`src/rtl/sad_acc_min_if.sv`:
```
// SAD accumulator bus: row input, candidate vector and result signals.
// Pure wiring; no latency or backpressure of its own.
interface sad_acc_min_if #(
   parameter int NUM_PE = 8,
   parameter int PIXEL  = 8
);
   logic                      search_start;
   logic                      abs_valid;
   logic [NUM_PE*PIXEL-1:0]   abs_in;
   logic signed [4:0]         cand_mv_x;
   logic signed [4:0]         cand_mv_y;
   logic                      cand_last;
   logic                      sad_valid;
   logic [13:0]               sad_out;
   logic [13:0]               best_sad;
   logic signed [4:0]         best_mv_x;
   logic signed [4:0]         best_mv_y;
   logic                      busy;
   logic                      done;

   modport master (
      output search_start, abs_valid, abs_in, cand_mv_x, cand_mv_y, cand_last,
      input  sad_valid, sad_out, best_sad, best_mv_x, best_mv_y, busy, done
   );

   modport slave (
      input  search_start, abs_valid, abs_in, cand_mv_x, cand_mv_y, cand_last,
      output sad_valid, sad_out, best_sad, best_mv_x, best_mv_y, busy, done
   );
endinterface

```
`src/rtl/sad_acc_min.sv`:
```
// Per-candidate SAD accumulation over ROWS block rows with running-minimum search.
// Final row -> sad_valid 2 cycles later, best_* 3 cycles later; no backpressure.
module sad_acc_min #(
   parameter int NUM_PE = 8,
   parameter int ROWS   = 8,
   parameter int PIXEL  = 8
) (
   input  logic          clk,
   input  logic          rst,
   sad_acc_min_if.slave  bus
);
   localparam int SUM_W = PIXEL + $clog2(NUM_PE);
   localparam int CNT_W = (ROWS > 1) ? $clog2(ROWS) : 1;
   localparam logic [CNT_W-1:0] LAST_ROW = CNT_W'(ROWS - 1);

   typedef enum logic [1:0] {IDLE, RUN, FLUSH, DONE} state_t;
   state_t state, nxt;

   logic [SUM_W-1:0] lane_sum;
   logic [CNT_W-1:0] row_cnt, cnt_eff;
   logic             accept, first_in, final_in, last_in, cand_last_q;

   logic             row_vld, row_first, row_final, row_last;
   logic [SUM_W-1:0] row_sum;
   logic signed [4:0] row_mv_x, row_mv_y;

   logic [13:0]      acc, acc_nxt;
   logic signed [4:0] cand_mv_x_q, cand_mv_y_q;
   logic             sad_vld, sad_last;
   logic [13:0]      sad_q, best_sad_q;
   logic signed [4:0] best_mv_x_q, best_mv_y_q;
   logic             busy_q, done_q;

   always_comb begin
      lane_sum = '0;
      for (int l = 0; l < NUM_PE; l++)
         lane_sum = lane_sum + SUM_W'(bus.abs_in[l*PIXEL +: PIXEL]);
   end

   // A search_start row is row 0 of the new search regardless of stale counters.
   always_comb begin
      cnt_eff  = bus.search_start ? '0 : row_cnt;
      accept   = bus.abs_valid && (bus.search_start || state == RUN);
      first_in = (cnt_eff == '0);
      final_in = (cnt_eff == LAST_ROW);
      last_in  = first_in ? bus.cand_last : cand_last_q;
      acc_nxt  = row_first ? 14'(row_sum) : acc + 14'(row_sum);
   end

   always_ff @(posedge clk) begin
      if (rst) state <= IDLE;
      else     state <= nxt;
   end

   always_comb begin
      nxt = state;
      if (bus.search_start) begin
         nxt = RUN;
      end else begin
         case (state)
            IDLE:    nxt = IDLE;
            RUN:     if (accept && final_in && last_in) nxt = FLUSH;
            FLUSH:   if (sad_vld && sad_last) nxt = DONE;
            DONE:    nxt = IDLE;
            default: nxt = IDLE;
         endcase
      end
   end

   always_ff @(posedge clk) begin
      if (rst) begin
         row_cnt     <= '0;
         cand_last_q <= 1'b0;
         row_vld     <= 1'b0;
         row_first   <= 1'b0;
         row_final   <= 1'b0;
         row_last    <= 1'b0;
         row_sum     <= '0;
         row_mv_x    <= '0;
         row_mv_y    <= '0;
         acc         <= '0;
         cand_mv_x_q <= '0;
         cand_mv_y_q <= '0;
         sad_vld     <= 1'b0;
         sad_last    <= 1'b0;
         sad_q       <= '0;
         best_sad_q  <= 14'h3FFF;
         best_mv_x_q <= '0;
         best_mv_y_q <= '0;
         busy_q      <= 1'b0;
         done_q      <= 1'b0;
      end else begin
         // Stage 1: lane sum and per-row tags
         row_vld <= accept;
         if (accept) begin
            row_sum   <= lane_sum;
            row_first <= first_in;
            row_final <= final_in;
            row_last  <= last_in;
            row_mv_x  <= bus.cand_mv_x;
            row_mv_y  <= bus.cand_mv_y;
            row_cnt   <= final_in ? '0 : cnt_eff + CNT_W'(1);
            if (first_in) cand_last_q <= bus.cand_last;
         end else if (bus.search_start) begin
            row_cnt <= '0;
         end

         // Stage 2: accumulate; anything in flight at a search_start is dropped
         if (bus.search_start) begin
            acc     <= '0;
            sad_vld <= 1'b0;
         end else begin
            sad_vld <= row_vld && row_final;
            if (row_vld) begin
               acc <= acc_nxt;
               if (row_first) begin
                  cand_mv_x_q <= row_mv_x;
                  cand_mv_y_q <= row_mv_y;
               end
               if (row_final) begin
                  sad_q    <= acc_nxt;
                  sad_last <= row_last;
               end
            end
         end

         // Stage 3: strict compare keeps the earlier candidate on a tie
         if (bus.search_start) begin
            best_sad_q  <= 14'h3FFF;
            best_mv_x_q <= '0;
            best_mv_y_q <= '0;
         end else if (sad_vld && (sad_q < best_sad_q)) begin
            best_sad_q  <= sad_q;
            best_mv_x_q <= cand_mv_x_q;
            best_mv_y_q <= cand_mv_y_q;
         end

         busy_q <= (nxt == RUN) || (nxt == FLUSH);
         done_q <= (nxt == DONE);
      end
   end

   assign bus.sad_valid = sad_vld;
   assign bus.sad_out   = sad_q;
   assign bus.best_sad  = best_sad_q;
   assign bus.best_mv_x = best_mv_x_q;
   assign bus.best_mv_y = best_mv_y_q;
   assign bus.busy      = busy_q;
   assign bus.done      = done_q;
endmodule

```
`src/flat_wrapper.sv`:
```
// flat-port wrapper written by rule: the top's interface ports become plain ports
module sad_acc_min_flat 
#(
   parameter int NUM_PE = 8,
   parameter int ROWS   = 8,
   parameter int PIXEL  = 8
)
  (clk, rst, bus_search_start, bus_abs_valid, bus_abs_in, bus_cand_mv_x, bus_cand_mv_y, bus_cand_last, bus_sad_valid, bus_sad_out, bus_best_sad, bus_best_mv_x, bus_best_mv_y, bus_busy, bus_done);
  sad_acc_min_if #(.NUM_PE(NUM_PE), .PIXEL(PIXEL)) bus_i ();
  input  logic clk;
  input  logic rst;
  input wire logic [$bits(bus_i.search_start)-1:0] bus_search_start;
  input wire logic [$bits(bus_i.abs_valid)-1:0] bus_abs_valid;
  input wire logic [$bits(bus_i.abs_in)-1:0] bus_abs_in;
  input wire logic [$bits(bus_i.cand_mv_x)-1:0] bus_cand_mv_x;
  input wire logic [$bits(bus_i.cand_mv_y)-1:0] bus_cand_mv_y;
  input wire logic [$bits(bus_i.cand_last)-1:0] bus_cand_last;
  output wire logic [$bits(bus_i.sad_valid)-1:0] bus_sad_valid;
  output wire logic [$bits(bus_i.sad_out)-1:0] bus_sad_out;
  output wire logic [$bits(bus_i.best_sad)-1:0] bus_best_sad;
  output wire logic [$bits(bus_i.best_mv_x)-1:0] bus_best_mv_x;
  output wire logic [$bits(bus_i.best_mv_y)-1:0] bus_best_mv_y;
  output wire logic [$bits(bus_i.busy)-1:0] bus_busy;
  output wire logic [$bits(bus_i.done)-1:0] bus_done;
  assign bus_i.search_start = bus_search_start;
  assign bus_i.abs_valid = bus_abs_valid;
  assign bus_i.abs_in = bus_abs_in;
  assign bus_i.cand_mv_x = bus_cand_mv_x;
  assign bus_i.cand_mv_y = bus_cand_mv_y;
  assign bus_i.cand_last = bus_cand_last;
  assign bus_sad_valid = bus_i.sad_valid;
  assign bus_sad_out = bus_i.sad_out;
  assign bus_best_sad = bus_i.best_sad;
  assign bus_best_mv_x = bus_i.best_mv_x;
  assign bus_best_mv_y = bus_i.best_mv_y;
  assign bus_busy = bus_i.busy;
  assign bus_done = bus_i.done;
  sad_acc_min #(.NUM_PE(NUM_PE), .ROWS(ROWS), .PIXEL(PIXEL)) u_core (.clk(clk), .rst(rst), .bus(bus_i));
endmodule
```
`config.mk`:
```
export PLATFORM = sky130hd
export DESIGN_NAME = sad_acc_min_flat
export DESIGN_NICKNAME = d
export VERILOG_FILES = /design/src/rtl/sad_acc_min_if.sv /design/src/rtl/sad_acc_min.sv /design/src/flat_wrapper.sv
export SDC_FILE = /design/constraint.sdc
export NUM_CORES = 1
export LEC_CHECK = 0
export ABC_AREA = 1
export BUFFER_PORTS_ARGS = -buffer_cell sky130_fd_sc_hd__buf_2
export CORE_ASPECT_RATIO = 1.25
export CORE_MARGIN = 2
export CORE_UTILIZATION = 40
export CTS_BUF_LIST = sky130_fd_sc_hd__clkbuf_8
export DETAILED_ROUTE_END_ITERATION = 8
export PLACE_DENSITY = 0.6
export SLEW_MARGIN = 25
export SYNTH_ARGS = -nofsm -noshare
export SYNTH_HDL_FRONTEND = slang
export SYNTH_SLANG_ARGS = --single-unit
```
`constraint.sdc`:
```
create_clock -name clk -period 6 [get_ports clk]
set_input_delay 0.9 -clock clk [delete_from_list [all_inputs] [get_ports clk]]
set_output_delay 0.9 -clock clk [all_outputs]
set_load 0.1 [all_outputs]
```
==> run summary, run 1 <==
DRC Markers -> 0
Clk root buf -> sky130_fd_sc_hd__clkbuf_8
Count of buffers from port buffering -> 119
Area used by multi-input combinational logic -> 0.00385 mm²
Number of cells after detailed placement -> 1237
Layout Nets -> 1202
Number of buffers on the longest clock path -> 2
Routed length per placed instance -> 11.7 µm
Setup WS post-layout -> 693 ps
Crit path capture type -> flip-flop
Minimum clock period after layout -> 5310 ps
Wire length after detailed routing -> 14600 µm
Worst Hold Depth -> 2
Setup repair after global routing missed its margin -> false
TritonCTS clock tree -> done
Leakage power figure -> 4.16 nW
Per-instance average area after synthesis -> 7.13 µm²
Placeable core area -> 0.0162 mm²
Period Utilization, post-route -> 88.4%
TritonCTS buffer count -> 9
Antenna violations before repair -> 0
Tightest Pin Transition -> 952 ps
WP data arrival -> 5590 ps
Top layer in use -> met4
Maximum number of pins on one net before global-route repair -> 37
GRT Residual Overflow -> 0
Routed Antenna Nets -> 0
Post-synthesis instance area -> 0.00663 mm²
Metal1 wirelength -> 6560 µm
Clock net sink count -> 96
Die height -> 148 µm
DR iter-0 viols -> 266
Number of cells in the finished layout apart from fillers -> 1253
Wire length of the first global-routing pass -> 24800 µm
Kind of launch point of the worst setup path -> input pin
Fin area -> 0.00757 mm²
Result of the run -> complete, no violations
Count of endpoints failing hold in the final timing report -> 0
H-Tree Depth -> 3
Detailed-routed wire length on met2 -> 7140 µm
Filler cells -> 1682
Hold Buf Count CTS -> 0
Number of violations of the max-capacitance limit -> 0
Initial standard-cell utilization of the core -> 40.9%
Die area -> 0.0176 mm²
Type of the worst setup path -> in2reg
Antenna cell count -> 0
Total met3 wirelength after detailed routing -> 735 µm
Layout cell share with drive strength beyond 1 -> 14.1%
Post-placement worst setup slack -> 243 ps
Synth Register Bits -> 96
Final Total Pwr -> 2.41 mW
Reg2Reg Depth -> 6
Via count of the first global-routing pass -> 5517
Number of post-CTS setup repair buffers -> 0
Power density relative to cell area -> 318 mW/mm²
Count of pins on the block boundary -> 120
Post-DP HPWL -> 11500 µm
Clock-pin slew of the registers on the worst-case setup and hold paths -> 110 ps
Area growth, synth to finish -> 14.1%
Data required time of the worst path -> 6280 ps
Syn_nets -> 1100
Sum of negative setup slack -> 0 ps
Placed cell area -> 0.00737 mm²
Largest cells by area after synthesis -> sky130_fd_sc_hd__dfxtp_1 (29%), sky130_fd_sc_hd__fa_1 (12%), sky130_fd_sc_hd__inv_1 (11%)
Clk_lat worst skew -> 380 ps
Fraction of the yosys area taken by sequential cells -> 29.0%
Synth area leader -> sky130_fd_sc_hd__dfxtp_1
Cells after Synth -> 930
Final-report max-slew violation count -> 0
Mean number of vias per cell -> 4.68
Area share of the largest cell type after synthesis -> 29.0%
Maximum clock skew at final layout -> 11.9 ps
Worst slew slack as a fraction of its limit -> 36.5%
Achievable frequency -> 188 MHz
Resized cells post-CTS -> 0
Total via count after detailed routing -> 5860
Detailed-routing iteration count for the pre-antenna-repair pass -> 4
Placement row count -> 52
Yosys cell types -> 35
Die boundary width -> 119 µm
Largest fanout of any net on the critical path -> 3
Setup Viol. Count Final -> 0
Worst hold-check path type -> reg2reg
Reg area -> 0.00192 mm²
Warning count from the yosys run -> 0
Final estimated routing congestion in global placement -> 0.922
Worst IR drop on VDD -> 0.000212 V
Overall routing resource usage -> 17.2%
## synth_stat cells
master / count
sky130_fd_sc_hd__and2_1: 2
sky130_fd_sc_hd__nor2_1: 114
sky130_fd_sc_hd__nand3_1: 61
sky130_fd_sc_hd__o21ai_0: 64
sky130_fd_sc_hd__inv_2: 2
sky130_fd_sc_hd__buf_2: 10
sky130_fd_sc_hd__ha_1: 51
sky130_fd_sc_hd__nand2_2: 1
sky130_fd_sc_hd__nand2_1: 161
sky130_fd_sc_hd__dfxtp_1: 96
sky130_fd_sc_hd__xnor2_1: 5
sky130_fd_sc_hd__a31oi_1: 2
sky130_fd_sc_hd__or2_2: 1
sky130_fd_sc_hd__a21oi_1: 57
sky130_fd_sc_hd__o211ai_1: 3
sky130_fd_sc_hd__nor2_2: 1
sky130_fd_sc_hd__buf_6: 2
sky130_fd_sc_hd__o21ai_1: 2
sky130_fd_sc_hd__clkinv_1: 1
sky130_fd_sc_hd__xor2_1: 6
sky130_fd_sc_hd__o21bai_1: 2
sky130_fd_sc_hd__buf_1: 2
sky130_fd_sc_hd__nand4_1: 25
sky130_fd_sc_hd__nor3_1: 3
sky130_fd_sc_hd__a21oi_4: 1
sky130_fd_sc_hd__a21boi_0: 1
sky130_fd_sc_hd__clkbuf_1: 16
sky130_fd_sc_hd__inv_1: 190
sky130_fd_sc_hd__o21a_1: 2
sky130_fd_sc_hd__a21boi_4: 1
sky130_fd_sc_hd__nand3b_1: 2
sky130_fd_sc_hd__nand3_4: 1
sky130_fd_sc_hd__nor3_2: 1
sky130_fd_sc_hd__or2_1: 1
sky130_fd_sc_hd__fa_1: 40
## area by class of cell
class                   count  share of cell area, %
flip-flops and latches     96                   25.4
clock inverters             7                  0.959
multi-input cells         611                   50.8
well taps                 216                   3.57
repair buffers            121                   8.06
clock buffers               9                   1.64
inverters                 193                   9.57
## placed cells by master, fill, tap and decap left out
| cell | instances |
|---|---|
| sky130_fd_sc_hd__a31oi_1 | 2 |
| sky130_fd_sc_hd__inv_1 | 190 |
| sky130_fd_sc_hd__fa_1 | 40 |
| sky130_fd_sc_hd__clkbuf_8 | 9 |
| sky130_fd_sc_hd__o21bai_1 | 2 |
| sky130_fd_sc_hd__or2_1 | 1 |
| sky130_fd_sc_hd__o21a_1 | 2 |
| sky130_fd_sc_hd__clkinvlp_4 | 1 |
| sky130_fd_sc_hd__ha_1 | 51 |
| sky130_fd_sc_hd__nor2_1 | 114 |
| sky130_fd_sc_hd__buf_4 | 2 |
| sky130_fd_sc_hd__xor2_1 | 6 |
| sky130_fd_sc_hd__a21boi_0 | 1 |
| sky130_fd_sc_hd__inv_6 | 2 |
| sky130_fd_sc_hd__a21boi_4 | 1 |
| sky130_fd_sc_hd__inv_2 | 2 |
| sky130_fd_sc_hd__nand2_1 | 161 |
| sky130_fd_sc_hd__xnor2_1 | 5 |
| sky130_fd_sc_hd__a21oi_1 | 57 |
| sky130_fd_sc_hd__nand4_1 | 25 |
| sky130_fd_sc_hd__a21oi_4 | 1 |
| sky130_fd_sc_hd__nor3_1 | 3 |
| sky130_fd_sc_hd__and2_1 | 2 |
| sky130_fd_sc_hd__nand2_2 | 1 |
| sky130_fd_sc_hd__o21ai_1 | 2 |
| sky130_fd_sc_hd__nand3b_1 | 2 |
| sky130_fd_sc_hd__inv_8 | 2 |
| sky130_fd_sc_hd__dfxtp_1 | 96 |
| sky130_fd_sc_hd__nor2_2 | 1 |
| sky130_fd_sc_hd__clkinv_4 | 1 |
| sky130_fd_sc_hd__or2_2 | 1 |
| sky130_fd_sc_hd__clkinv_1 | 1 |
| sky130_fd_sc_hd__nor3_2 | 1 |
| sky130_fd_sc_hd__clkinv_8 | 1 |
| sky130_fd_sc_hd__nand3_4 | 1 |
| sky130_fd_sc_hd__o21ai_0 | 64 |
| sky130_fd_sc_hd__nand3_1 | 61 |
| sky130_fd_sc_hd__buf_2 | 119 |
| sky130_fd_sc_hd__o211ai_1 | 3 |
## critical path: stages
cell	delay [ps]
sky130_fd_sc_hd__buf_2	80
sky130_fd_sc_hd__ha_1	160
sky130_fd_sc_hd__inv_1	50
sky130_fd_sc_hd__fa_1	390
sky130_fd_sc_hd__o21ai_0	270
sky130_fd_sc_hd__a21oi_1	110
sky130_fd_sc_hd__o21bai_1	170
sky130_fd_sc_hd__xnor2_1	130
sky130_fd_sc_hd__inv_1	80
sky130_fd_sc_hd__fa_1	480
sky130_fd_sc_hd__inv_1	50
sky130_fd_sc_hd__fa_1	500
sky130_fd_sc_hd__fa_1	510
sky130_fd_sc_hd__fa_1	510
sky130_fd_sc_hd__inv_1	40
sky130_fd_sc_hd__ha_1	300
sky130_fd_sc_hd__inv_1	70
sky130_fd_sc_hd__o21ai_0	270
sky130_fd_sc_hd__a21oi_1	130
sky130_fd_sc_hd__nand2_1	80
sky130_fd_sc_hd__o21ai_0	60
sky130_fd_sc_hd__o21ai_0	180
sky130_fd_sc_hd__inv_1	50
## flip-flops by register name (all words and copies together) (netlist names), 2 cells and up
register,flops
u_core.acc,14
u_core.bus.best_mv_x,5
u_core.bus.best_mv_y,5
u_core.bus.best_sad,14
u_core.bus.sad_out,14
u_core.cand_mv_x_q,5
u_core.cand_mv_y_q,5
u_core.row_cnt,3
u_core.row_mv_x,5
u_core.row_mv_y,5
u_core.row_sum,11
u_core.state,2
## report_power, final
part           total (mW)  internal [mW]  leakage, nW  switching (mW)
Clock               0.426          0.164       0.0970           0.262
Sequential          0.714          0.678        0.781          0.0367
Combinational        1.27          0.508         3.28           0.760
Total                2.41           1.35         4.16            1.06
## layer usage
metal	vias up	global-route usage, %
met3	8	3.59
met1	2635	21.0
li1	3109	-
met2	108	30.4
met5	-	0
met4	0	4.94
## per-stage QoR
stage,util [%],hold slack [ps]
after global placement,45.5,436
after floorplan,-,424
after CTS,46.7,456
after global routing,46.7,467
final,46.7,451
after detailed placement,45.5,438
## final timing paths
kind,from,end,slack (ps)
setup / recovery,bus_abs_in[0],u_core.row_sum[9]$_SDFFE_PP0P_,690
hold reg to reg,u_core.cand_mv_x_q[0]$_SDFFE_PP0P_,u_core.cand_mv_x_q[0]$_SDFFE_PP0P_,450
setup reg to reg,u_core.state[1]$_SDFF_PP0_,u_core.row_sum[2]$_SDFFE_PP0P_,3460
hold / removal,u_core.cand_mv_x_q[0]$_SDFFE_PP0P_,u_core.cand_mv_x_q[0]$_SDFFE_PP0P_,450
## cells by family (layout without fill, tap and decap cells)
family / count (synthesis) / count (layout) / synth area share, %
xor+xnor: 11 / 11 / 1.45
simple gates: 374 / 374 / 24.0
compound gates: 135 / 135 / 10.9
fa+ha+maj: 91 / 91 / 21.7
flops: 96 / 96 / 29.0
buf+inv: 223 / 330 / 13.0
No activity file was read; power rests on OpenSTA's default activity.
==> inputs of run 2 (changes only) <==
- CORE_UTILIZATION: 40 -> 50
- PLACE_DENSITY: 0.6 -> 0.73
==> run summary, run 2 (same netlist as run 1, synthesis figures left out) <==
Clock net sink count -> 96 (unchanged)
Total met3 wirelength after detailed routing -> 677 µm (-7.9%)
Maximum number of pins on one net before global-route repair -> 37 (unchanged)
Power density relative to cell area -> 322 mW/mm² (+1.2%)
Final-report max-slew violation count -> 0 (unchanged)
DRC Markers -> 0 (unchanged)
Area growth, synth to finish -> 13.4%
Initial standard-cell utilization of the core -> 50.6% (+9.6 points)
DR iter-0 viols -> 287 (+7.9%)
Layout cell share with drive strength beyond 1 -> 14.1% (unchanged)
Worst slew slack as a fraction of its limit -> 37.9% (+1.4 points)
Antenna cell count -> 0 (unchanged)
Die height -> 133 µm (-10%)
Type of the worst setup path -> in2reg
Hold path endpoint -> u_core.cand_mv_y_q[3]$_SDFFE_PP0P_
Number of post-CTS setup repair buffers -> 0 (unchanged)
Die area -> 0.0142 mm² (-19%)
Minimum clock period after layout -> 5270 ps (-35.9 ps)
Clock network power share -> 18.0% (+0.3 points)
Placed cell area -> 0.00732 mm² (-0.76%)
Die boundary width -> 107 µm (-10%)
Routed Antenna Nets -> 0 (unchanged)
Final estimated routing congestion in global placement -> 0.892 (-3.2%)
Tightest Pin Transition -> 930 ps (-21.4 ps)
Setup repair after global routing missed its margin -> false
Placeable core area -> 0.0131 mm² (-19%)
Leakage power figure -> 4.17 nW (+0.16%)
Detailed-routed wire length on met2 -> 7150 µm (+0.13%)
WP data arrival -> 5560 ps (-30 ps)
TritonCTS buffer count -> 9 (unchanged)
Sum of negative setup slack -> 0 ps (unchanged)
Via count of the first global-routing pass -> 5558 (+0.74%)
Mean number of vias per cell -> 4.85 (+3.7%)
Combinational share of power -> 52.5% (about the same)
Data required time of the worst path -> 6290 ps (about the same)
Number of violations of the max-capacitance limit -> 0 (unchanged)
Maximum clock skew at final layout -> 12.4 ps (+0.418 ps)
Wire length after detailed routing -> 14000 µm (-4.0%)
Count of endpoints failing hold in the final timing report -> 0 (unchanged)
Highest-count cells in the layout ignoring fill and taps -> sky130_fd_sc_hd__inv_1 (190), sky130_fd_sc_hd__nand2_1 (161), sky130_fd_sc_hd__buf_2 (119), sky130_fd_sc_hd__nor2_1 (114), sky130_fd_sc_hd__dfxtp_1 (96)
Crit path capture type -> flip-flop
Count of pins on the block boundary -> 120 (unchanged)
Worst min-delay path startpoint -> u_core.cand_mv_y_q[3]$_SDFFE_PP0P_
Internal portion of total power -> 1.35 mW (+0.25%)
Period Utilization, post-route -> 87.8% (-0.60 points)
Setup Viol. Count Final -> 0 (unchanged)
Leading cell type in the layout, fill and taps excluded -> sky130_fd_sc_hd__inv_1
Switching power of the nets -> 1.07 mW (+0.88%)
Reg2Reg Depth -> 6 (unchanged)
Detailed-routing iteration count for the pre-antenna-repair pass -> 4 (unchanged)
Antenna violations before repair -> 0 (unchanged)
Endpoint of the most critical register-to-register path -> u_core.row_sum[1]$_SDFFE_PP0P_
Total via count after detailed routing -> 5856 (-0.068%)
Register-to-register setup slack -> 3480 ps (+20 ps)
TritonCTS clock tree -> done
Sequential power share -> 29.5% (-0.2 points)
H-Tree Depth -> 3 (unchanged)
Metal1 wirelength -> 6080 µm (-7.4%)
Result of the run -> complete, no violations
Kind of launch point of the worst setup path -> input pin
Resized cells post-CTS -> 0 (unchanged)
Fin area -> 0.00752 mm² (-0.63%)
Worst IR drop on VDD -> 0.000269 V (+27%)
Worst Hold Depth -> 2 (unchanged)
Filler cells -> 1321 (-21%)
Hold Buf Count CTS -> 0 (unchanged)
Overall routing resource usage -> 20.4% (+3.2 points)
Placement row count -> 47 (-9.6%)
Achievable frequency -> 190 MHz (+0.68%)
Count of buffers from port buffering -> 119 (unchanged)
GRT Residual Overflow -> 0 (unchanged)
Clock-pin slew of the registers on the worst-case setup and hold paths -> 110 ps (about the same)
Clk root buf -> sky130_fd_sc_hd__clkbuf_8
Top layer in use -> met4
Wire length of the first global-routing pass -> 24000 µm (-3.5%)
Post-DP HPWL -> 11100 µm (-3.2%)
Worst reg2reg startpoint -> u_core.state[1]$_SDFF_PP0_
Switching power as a share of total power -> 44.1% (+0.15 points)
Layout Nets -> 1202 (unchanged)
Largest fanout of any net on the critical path -> 3 (unchanged)
Number of buffers on the longest clock path -> 2 (unchanged)
Routed length per placed instance -> 11.6 µm (-0.43%)
Clk_lat worst skew -> 380 ps (about the same)
Worst hold-check path type -> reg2reg
run 2: cell count changes in the layout (fill, tap and decap cells not counted), sizes merged:
cell,delta
clkinv,+1
clkinvlp,-1
run 2: final cells by class:
class | count | area [µm²] | share of cell area [%]
Multi-Input combinational cell | 611 | 3850 | 51.1
Sequential cell | 96 | 1920 | 25.5
Inverter | 193 | 724 | 9.63
Timing Repair Buffer | 121 | 611 | 8.12
Tap cell | 171 | 214 | 2.84
Clock buffer | 9 | 124 | 1.65
Clock inverter | 7 | 81.3 | 1.08
run 2: worst max-delay path: stages:
cell	delay (ps)
sky130_fd_sc_hd__buf_2	80
sky130_fd_sc_hd__ha_1	170
sky130_fd_sc_hd__inv_1	60
sky130_fd_sc_hd__fa_1	390
sky130_fd_sc_hd__o21ai_0	260
sky130_fd_sc_hd__a21oi_1	100
sky130_fd_sc_hd__o21bai_1	160
sky130_fd_sc_hd__xnor2_1	140
sky130_fd_sc_hd__inv_1	70
sky130_fd_sc_hd__fa_1	470
sky130_fd_sc_hd__inv_1	60
sky130_fd_sc_hd__fa_1	500
sky130_fd_sc_hd__fa_1	510
sky130_fd_sc_hd__fa_1	510
sky130_fd_sc_hd__inv_1	40
sky130_fd_sc_hd__ha_1	300
sky130_fd_sc_hd__inv_1	80
sky130_fd_sc_hd__o21ai_0	260
sky130_fd_sc_hd__a21oi_1	130
sky130_fd_sc_hd__nand2_1	80
sky130_fd_sc_hd__o21ai_0	60
sky130_fd_sc_hd__o21ai_0	170
sky130_fd_sc_hd__inv_1	50
run 2: worst max path at each step:
| stage | startpoint | endpoint | slack (ps) | cells past startpoint |
|---|---|---|---|---|
| 2_1_floorplan | bus_abs_in[0] | u_core.row_sum[9]$_SDFFE_PP0P_ | 620 | 22 |
| 3_3_place_gp | bus_abs_in[0] | u_core.row_sum[9]$_SDFFE_PP0P_ | 290 | 23 |
| 3_5_place_dp | bus_abs_in[0] | u_core.row_sum[9]$_SDFFE_PP0P_ | 260 | 23 |
| 4_1_cts | bus_abs_in[0] | u_core.row_sum[9]$_SDFFE_PP0P_ | 670 | 23 |
| 5_1_grt | bus_abs_in[0] | u_core.row_sum[9]$_SDFFE_PP0P_ | 290 | 23 |
| 6_report | bus_abs_in[0] | u_core.row_sum[9]$_SDFFE_PP0P_ | 730 | 23 |
run 2: per-stage QoR:
stage | total power [mW] | hold slack, ps | worst slack, ps | instances | util (%)
floorplan | 1.75 | 424 | 625 | 930 | -
global placement | 2.00 | 437 | 295 | 1192 | 55.8
detailed placement | 2.02 | 439 | 260 | 1192 | 55.8
CTS | 2.45 | 457 | 670 | 1208 | 57.4
global route | 2.70 | 472 | 294 | 1208 | 57.4
finish | 2.42 | 453 | 729 | 1208 | 57.4
run 2: metal layers:
layer	vias to the layer above	track usage, %
li1	3105	-
met1	2632	24.3
met2	111	37.4
met3	8	3.69
met4	0	4.69
met5	-	0
run 2: power groups by stage:
stage                     registers, mW  logic (mW)  clock network (mW)
after floorplan                   0.718        1.03                   0
after global placement            0.726        1.27                   0
after detailed placement          0.727        1.29                   0
after CTS                         0.713        1.30               0.442
after global routing              0.717        1.51               0.467
final                             0.713        1.27               0.435
